===== config.mk =====
export PLATFORM = sky130hd
export DESIGN_NAME = tt_serial_core_bridge
export DESIGN_NICKNAME = d
export VERILOG_FILES = /design/src/rtl/tt_bridge_pkg.sv /design/src/rtl/tt_beat_shifter.sv /design/src/rtl/tt_serial_core_bridge.sv
export SDC_FILE = /design/constraint.sdc
export NUM_CORES = 1
export LEC_CHECK = 0
export CAP_MARGIN = 20
export CORE_MARGIN = 4
export CORE_UTILIZATION = 39
export DETAILED_ROUTE_END_ITERATION = 10
export PLACE_DENSITY_LB_ADDON = 0.15
export RECOVER_POWER = 50
export SYNTH_ARGS = -nofsm -noshare
export SYNTH_HDL_FRONTEND = slang
export SYNTH_SLANG_ARGS = --single-unit

===== constraint.sdc =====
create_clock -name clk -period 1.35 [get_ports clk]
set_input_delay 0.135 -clock clk [delete_from_list [all_inputs] [get_ports clk]]
set_output_delay 0.135 -clock clk [all_outputs]
set_load 0.05 [all_outputs]

===== src/rtl/tt_bridge_pkg.sv =====
// Shared types and defaults for the serial core bridge.
// Optional feature macro: TT_BRIDGE_PC_READOUT_EN.
package tt_bridge_pkg;

  localparam int XLEN_DEF  = 32;
  localparam int PIN_W_DEF = 8;

  typedef enum logic [1:0] {
    LOAD = 2'd0,
    EXEC = 2'd1,
    SEND = 2'd2
  } state_t;

  function automatic int cnt_w(input int n);
    return (n > 1) ? $clog2(n) : 1;
  endfunction

endpackage


===== src/rtl/tt_beat_shifter.sv =====
// Word/beat shift register with a wrapping beat counter.
// Beats enter at the top and leave at the bottom (little-endian).
module tt_beat_shifter
  import tt_bridge_pkg::*;
#(
  parameter int WORD_W = 32,
  parameter int BEAT_W = 8
) (
  input  logic              clk,
  input  logic              rst,
  input  logic              load,
  input  logic [WORD_W-1:0] load_word,
  input  logic              shift,
  input  logic [BEAT_W-1:0] beat_in,
  output logic [WORD_W-1:0] word,
  output logic              last
);

  localparam int N  = WORD_W / BEAT_W;
  localparam int CW = cnt_w(N);

  logic [CW-1:0]     idx;
  logic [WORD_W-1:0] shifted;

  generate
    if (N > 1) begin : g_multi
      assign shifted = {beat_in, word[WORD_W-1:BEAT_W]};
    end else begin : g_single
      assign shifted = beat_in;
    end
  endgenerate

  assign last = (idx == CW'(N - 1));

  always_ff @(posedge clk) begin
    if (rst) begin
      word <= '0;
      idx  <= '0;
    end else if (load) begin
      word <= load_word;
      idx  <= '0;
    end else if (shift) begin
      word <= shifted;
      idx  <= last ? '0 : idx + CW'(1);
    end
  end

endmodule


===== src/rtl/tt_serial_core_bridge.sv =====
// Pad-serial to core bridge: assemble instruction, step core, stream result.
// Macro TT_BRIDGE_PC_READOUT_EN appends the captured core_addr to the output.
module tt_serial_core_bridge
  import tt_bridge_pkg::*;
#(
  parameter int XLEN  = XLEN_DEF,
  parameter int PIN_W = PIN_W_DEF
) (
  input  logic             clk,
  input  logic             rst,
  input  logic [PIN_W-1:0] in_data,
  input  logic             in_valid,
  output logic             in_ready,
  output logic [PIN_W-1:0] out_data,
  output logic             out_valid,
  input  logic             out_ready,
  output logic [XLEN-1:0]  core_instr,
  output logic             core_step,
  input  logic [XLEN-1:0]  core_result,
  input  logic [XLEN-1:0]  core_addr,
  output logic             busy
);

  generate
    if ((XLEN % PIN_W) != 0 || PIN_W > XLEN) begin : g_bad_cfg
      $error("tt_serial_core_bridge: XLEN must be a multiple of PIN_W");
    end
  endgenerate

`ifdef TT_BRIDGE_PC_READOUT_EN
  localparam int OUT_W = 2 * XLEN;
  logic [OUT_W-1:0] cap_word;
  logic             unused_bits;
  assign cap_word    = {core_addr, core_result};
`else
  localparam int OUT_W = XLEN;
  logic [OUT_W-1:0] cap_word;
  logic             unused_bits;
  assign cap_word    = core_result;
`endif

  state_t           state;
  state_t           state_nxt;
  logic             accept;
  logic             out_fire;
  logic             in_last;
  logic             out_last;
  logic [OUT_W-1:0] out_word;

  assign in_ready  = (state == LOAD);
  assign out_valid = (state == SEND);
  assign busy      = (state != LOAD);
  assign core_step = (state == EXEC) && !rst;
  assign accept    = in_valid && in_ready;
  assign out_fire  = out_valid && out_ready;
  assign out_data  = out_word[PIN_W-1:0];

`ifdef TT_BRIDGE_PC_READOUT_EN
  assign unused_bits = ^out_word;
`else
  assign unused_bits = ^{out_word, core_addr};
`endif

  tt_beat_shifter #(
    .WORD_W (XLEN),
    .BEAT_W (PIN_W)
  ) u_in (
    .clk       (clk),
    .rst       (rst),
    .load      (1'b0),
    .load_word ('0),
    .shift     (accept),
    .beat_in   (in_data),
    .word      (core_instr),
    .last      (in_last)
  );

  // Capture happens on the EXEC edge, so the core's values land once.
  tt_beat_shifter #(
    .WORD_W (OUT_W),
    .BEAT_W (PIN_W)
  ) u_out (
    .clk       (clk),
    .rst       (rst),
    .load      (state == EXEC),
    .load_word (cap_word),
    .shift     (out_fire),
    .beat_in   ('0),
    .word      (out_word),
    .last      (out_last)
  );

  always_comb begin
    state_nxt = state;
    unique case (1'b1)
      (state == LOAD): if (accept && in_last) state_nxt = EXEC;
      (state == EXEC): state_nxt = SEND;
      (state == SEND): if (out_fire && out_last) state_nxt = LOAD;
      default:         state_nxt = LOAD;
    endcase
  end

  always_ff @(posedge clk) begin
    if (rst) state <= LOAD;
    else     state <= state_nxt;
  end

endmodule


==> summary.md, run 1 <==
| Metric | Value |
|---|---|
| Critical path launch point type | `flop` |
| Global route total overflow | `0` |
| RSZ-0062 raised after global routing | `yes` |
| Worst-Margin Slew | `0.5052 ns` |
| GP Congestion | `0.7462` |
| Number of fill cells | `618` |
| Number of distinct library cells after synthesis | `23` |
| Die X | `93.34 um` |
| Syn_area_per_cell | `9.828 um^2` |
| Slowest stage delay, CP | `around 0.38 ns` |
| Status | `finished clean` |
| Gr usage total | `16.25%` |
| Via count | `2372` |
| Port bufs | `87` |
| Placed inst area | `4169 um^2` |
| Routed length per placed instance | `14.83 um` |
| Reg-to-Reg Start | `state[0]` |
| Final wirelength | `around 7000 um` |
| Crit path kind | `flop to flop` |
| Final Hold Fails | `0` |
| Leak | `1.672 nW` |
| Largest net degree at the start of global routing | `35` |
| Drt drc | `0` |
| I/O Pins | `120` |
| Yosys top cell by area | `dfxtp_1` |
| Die area | `8712 um^2` |
| Ys Warns | `0` |
| Routed vias/inst | `4.994` |
| CTS tree | `yes` |
| Max-Cap Viols | `0` |
| Synth area leaders | `dfxtp_1, mux2i_1, a22oi_1` |
| Root Buffer | `clkbuf_8` |
| Final Hold Slack | `~0.12 ns` |
| Total power | `4.264 mW` |
| Vias in the first global route | `roughly 2300` |
| Placement Rows | `30` |
| Final ANT Viol Nets | `0` |
| Period utilization | `98.36%` |
| Yosys top cell area share | `slightly below 50%` |
| Worst r2r path cells | `5` |
| Clock Skew | `about 0.012 ns` |
| Fin cells | `475` |
| Pwr Density | `1078 nW/um^2` |
| Slew headroom | `66.27%` |
| Final setup violation count | `0` |
| Slowest CP cell | `dfxtp_4` |
| Fin area | `3956 um^2` |
| Flops & latches, synth | `70` |
| Setup TNS | `0 ns` |
| H-tree levels | `3` |
| Initial Util | `40.90%` |
| CP Cell Sequence | `nor3b_4 > buf_4 > clkbuf_16 > mux2i_1 > nor2_1` |
| Clk buf depth | `2` |
| Element type at the critical path end | `flop` |
| DP Worst Slack | `-0.1673 ns` |
| Flop-to-flop setup slack | `0.02 ns` |
| Worst setup path start | `state[0]` |
| Post-Place Cells | `around 450` |
| DRT iter0 DRCs | `93` |
| Core area | `6944 um^2` |
| Layout cell share with drive strength beyond 1 | `25.33%` |
| Hpwl dp | `4752 um` |
| Clock buffer count from CTS | `9` |
| Syn_nets | `367` |
| # diodes | `0` |
| FMAX | `0.7531 GHz` |
| Clock latency on the worst-skew pair | `0.33 ns` |
| Sequential fraction of the synthesis area | `between 40% and 50%` |
| Sink Count | `70` |
| Final WS setup | `0.02208 ns` |
| Type of the most critical hold path | `input port to flop` |
| Cell Area, Synth | `2840 um^2` |
| First-pass GRT wire length | `11180 um` |
| Final Util | `between 50% and 60%` |
| Synthesis-to-layout area growth | `39.29%` |
| Worst vdd ir | `0.7630 mV` |
| CP Capture Point | `u_in.word[18]` |
| Post-Synthesis Cells | `289` |
| R2R Path End | `u_in.word[18]` |
| Initial antenna violation count | `0` |
| Drt pass-1 iters | `4` |
| WP data arrival | `1.55 ns` |
| CP max FO | `13` |
| Height of the die | `93.34 um` |
| Fin. max-slew vios | `0` |
| Final worst path period need | `1.328 ns` |
| Worst Hold Depth | `2` |
| Layout Nets | `453` |
| CP required | `1.57 ns` |
| Reg clk slew, reported paths | `0.06 ns` |
==> worst max-delay path, delay by kind of cell (launching register included) <==
family	cells	cell delay (ns)
buffers and inverters	2	0.34
and+or+nand+nor	2	0.28
muxes	1	0.22
DFF	1	0.38
==> registers in the layout (all words and copies together) (netlist names) <==
name and cells:
u_out.idx 2, u_in.word 32, u_out.word 32, state 2
u_in.idx 2
==> where the power goes <==
| part | leakage [nW] | internal [mW] | switching, mW | total, mW |
|---|---|---|---|---|
| Sequential | 0.568 | 2.10 | 0.0308 | 2.13 |
| Clock | 0.0952 | 0.888 | 0.737 | 1.63 |
| Combinational | 1.01 | 0.245 | 0.261 | 0.506 |
==> placed cells by master (no fill, tap or decap), types with 2 or more instances in the layout <==
cell / instances
nand3_1: 32
mux2i_1: 34
a22oi_2: 6
a21oi_1: 33
nand2_1: 10
dlymetal6s2s_1: 3
clkdlybuf4s50_1: 42
dfxtp_4: 2
ha_1: 2
nor2_1: 36
dfxtp_1: 68
nor2b_2: 2
clkbuf_2: 36
a22oi_1: 18
nor2_4: 2
buf_4: 15
clkinv_2: 2
clkbuf_8: 10
clkbuf_16: 2
and3b_1: 2
buf_12: 8
==> per-layer routing <==
| metal | share of wire (%) | vias to the layer above | routed length [um] | global-route usage (%) |
|---|---|---|---|---|
| met5 | 0 | - | 0 | 0 |
| li1 | - | 1178 | - | - |
| met2 | 48 | 60 | 3415 | 25.01 |
| met1 | 44 | 1125 | 3091 | 20.66 |
| met4 | 1.4 | 0 | 102 | 8.059 |
| met3 | 6.2 | 9 | 436 | 4.747 |
==> how the worst min path moves through the flow <==
stage / end / startpoint / slack (ns)
floorplan: u_out.word[24] / core_result[24] / 0.28
global placement: u_out.word[24] / u_out.word[24] / 0.45
detailed placement: u_out.word[28] / u_out.word[28] / 0.46
CTS: state[1] / rst / 0.11
global route: u_in.word[6] / rst / 0.12
finish: state[1] / rst / 0.12
==> what timing repair did <==
action,CTS,global route
endpoints found under the setup margin,5,14
pin swaps,0,2
gates cloned,1,2
gates resized for setup,8,9
hold buffers,0,0
setup buffers,2,3
==> area by class of cell <==
type                            count  area, um^2  area share (%)
Clock buffer                       11       141.4           3.574
Inverter                            1       3.754         0.09488
Clock inverter                      4       47.55           1.202
Tap cell                           96       120.1           3.036
Timing Repair Buffer              109        1013           25.62
Multi-Input combinational cell    184        1221           30.87
Sequential cell                    70        1409           35.61
==> synth_stat cells <==
library cell and instances:
nor2_1 38, dfxtp_1 70, buf_2 3, nand3_1 32
nor3_1 1, or3_1 1, a211oi_2 1, buf_12 3
nand3b_4 1, nor3b_2 1, a22oi_1 24, clkbuf_1 7
nor2b_1 2, a21oi_1 33, nand2b_1 1, and3b_1 2
nand2_1 10, ha_1 2, mux2i_1 35, buf_6 7
buf_4 13, buf_1 1, inv_1 1
==> logic make-up after synthesis <==
| logic type | synth area share [%] |
|---|---|
| AND/OR/NAND/NOR | 14.80 |
| flip-flops | 49.34 |
| AO/OA/AOI/OAI | 12.60 |
| buffers and inverters | 10.04 |
| multiplexers | 12.33 |
| adder cells (fa/ha/maj) | 0.8809 |
Note: power is estimated with default switching activity, not from simulation.
==> inputs of run 2 (changes only) <==
==> constraint.sdc (replaced) <==
create_clock -name clk -period 1.3 [get_ports clk]
set_input_delay 0.13 -clock clk [delete_from_list [all_inputs] [get_ports clk]]
set_output_delay 0.13 -clock clk [all_outputs]
set_load 0.05 [all_outputs]
==> run 2 against run 1 <==
The run now ends with setup timing left. Global-route usage grew 0.062 points. Final area grew 7.7%. Register-to-register slack lost 0.08 ns. Sequential cell count is the same. Combinational power grew 16%. Sequential share of layout area shrank 2.6 points. Non-clock buffer count grew 4. Worst hold slack gained 0.13 ns. Clock skew shrank 0.0052 ns. Power is essentially flat. Sequential power grew 4%. Via count is essentially flat.
==> summary.md, run 2 (synthesis gave the netlist of run 1 again) <==
| Metric | Value |
|---|---|
| Critical path launch point type | `flop` |
| CP required | `1.57 ns` |
| Vias in the first global route | `around 2200` |
| GR Util met2 | `24.84%` |
| Final Hold Fails | `0` |
| Routed length per placed instance | `15.78 um` |
| WP data arrival | `1.62 ns` |
| Gate power share | `13.8%` |
| Element type at the critical path end | `flop` |
| Sink Count | `70` |
| Die area | `8712 um^2` |
| Hpwl dp | `4545 um` |
| Crit path kind | `flop to flop` |
| Total power | `roughly 4.3 mW` |
| Post-Place Cells | `about 450` |
| Leak | `between 1.5 and 2 nW` |
| Reg-to-Reg Start | `state[1]` |
| Global route total overflow | `0` |
| Layer with the highest usage | `met2` |
| Type of the most critical hold path | `input port to flop` |
| I/O Pins | `between 100 and 150` |
| Net switching power | `between 1 and 1.5 mW` |
| Via count | `around 2400` |
| CTS tree | `yes` |
| Max-Cap Viols | `0` |
| Layout Nets | `between 400 and 500` |
| Flop pwr share | `between 50% and 60%` |
| FMAX | `0.7387 GHz` |
| Gr usage total | `16.31%` |
| Clk pwr share | `34.1%` |
| Height of the die | `roughly 93 um` |
| Initial Util | `40.90%` |
| Root Buffer | `clkbuf_8` |
| Worst setup path start | `state[1]` |
| Worst vdd ir | `0.5932 mV` |
| Core area | `~7000 um^2` |
| Pint | `3.211 mW` |
| Layout cell share with drive strength beyond 1 | `29.06%` |
| Commonest non-fill, non-tap cell in the layout | `dfxtp_1` |
| Hold endpoint | `u_out.word[26]` |
| Final setup violation count | `15` |
| Initial antenna violation count | `0` |
| Synthesis-to-layout area growth | `50.09%` |
| Sw Ratio | `between 20% and 30%` |
| Flop-to-flop setup slack | `-0.05 ns` |
| CP max FO | `8` |
| First-pass GRT wire length | `11080 um` |
| Pwr Density | `1000 nW/um^2` |
| Port bufs | `87` |
| Worst Hold Depth | `3` |
| Die X | `between 90 and 100 um` |
| Routing usage on met3 | `5.390%` |
| Routed vias/inst | `4.967` |
| Final Util | `between 60% and 70%` |
| Clock latency on the worst-skew pair | `0.33 ns` |
| Clock Skew | `0.006426 ns` |
| Drt pass-1 iters | `4` |
| Slew headroom | `between 70% and 80%` |
| Final Hold Slack | `about 0.25 ns` |
| Clock buffer count from CTS | `9` |
| Period utilization | `104.1%` |
| Worst r2r path cells | `7` |
| Status | `finished, violations left` |
| RSZ-0062 raised after global routing | `yes` |
| Largest registers | `u_in.word: 32 flops, u_out.word: 32 flops` |
| # diodes | `0` |
| Failing checks | `setup timing` |
| H-tree levels | `3` |
| Setup TNS | `-0.3797 ns` |
| Drt drc | `0` |
| Largest net degree at the start of global routing | `46` |
| Clk buf depth | `2` |
| Final ANT Viol Nets | `0` |
| Final wirelength | `about 7500 um` |
| Fin. max-slew vios | `0` |
| Most frequent cells in the layout | `dfxtp_1, clkdlybuf4s50_1, nor2_1, mux2i_1, nand3_1` |
| GP Congestion | `0.7116` |
| Placement Rows | `30` |
| Min-delay src | `rst` |
| Final worst path period need | `1.354 ns` |
| Reg clk slew, reported paths | `0.07 ns` |
| DRT iter0 DRCs | `106` |
| Met1 usage | `21.56%` |
| Final WS setup | `-0.05368 ns` |
| R2R Path End | `u_out.word[11]` |
| Fin cells | `between 400 and 500` |
| Worst-Margin Slew | `between 0.3 and 0.4 ns` |
run 2: layout make-up:
class	count	area [um^2]
Multi-Input combinational cell	184	1269
Fill cell	583	2681
Timing Repair Buffer	113	1306
Tap cell	96	120.1
Clock buffer	12	145.1
Inverter	1	3.754
Clock inverter	2	10.01
Sequential cell	70	1409
run 2: per-layer routing:
metal | wire, um | share of wire (%)
met1 | 3534 | 47
met2 | 3465 | 46
met3 | 470 | 6.2
met4 | 73 | 0.97
met5 | 0 | 0
run 2: stage by stage:
step | setup slack, ns | instance area (um^2)
2_1_floorplan | -0.04577 | 2853
3_3_place_gp | -0.1639 | 4164
3_5_place_dp | -0.2027 | 4164
4_1_cts | -0.05634 | 4433
5_1_grt | -0.1008 | 4263
6_report | -0.05368 | 4263
run 2: how the worst max path moves through the flow:
stage                           endpoint  slack [ns]  depth (start not counted)
after floorplan                     busy       -0.05                          2
after global placement    u_out.word[17]       -0.16                          5
after detailed placement    u_in.word[3]       -0.20                          5
after CTS                      core_step       -0.06                          4
after global routing      u_out.word[10]       -0.10                          7
final                     u_out.word[11]       -0.05                          7
run 2: timing repair:
| action | 4_1_cts | 5_1_grt |
|---|---|---|
| setup endpoints to repair | 44 | 63 |
| hold buffers | 0 | 0 |
| pin swaps | 1 | 4 |
| setup buffers | 5 | 3 |
| cloned | 1 | 6 |
| hold endpoints to repair | 0 | 0 |
| resized for setup | 13 | 19 |
run 2: power groups by stage:
stage / Sequential (mW) / Clock (mW) / Combinational, mW
after detailed placement: 2.28 / 0 / 0.573
after global placement: 2.28 / 0 / 0.568
after global routing: 2.23 / 1.58 / 0.620
after floorplan: 2.36 / 0 / 0.187
final: 2.22 / 1.45 / 0.589
after CTS: 2.23 / 1.48 / 0.582
run 2: worst max-delay path, cell delays in order (launching register included):
cell,delay (ns)
dfxtp_4,0.36
buf_4,0.15
buf_4,0.13
nor2b_4,0.16
buf_12,0.13
buf_6,0.13
a22oi_1,0.09
a21oi_1,0.13
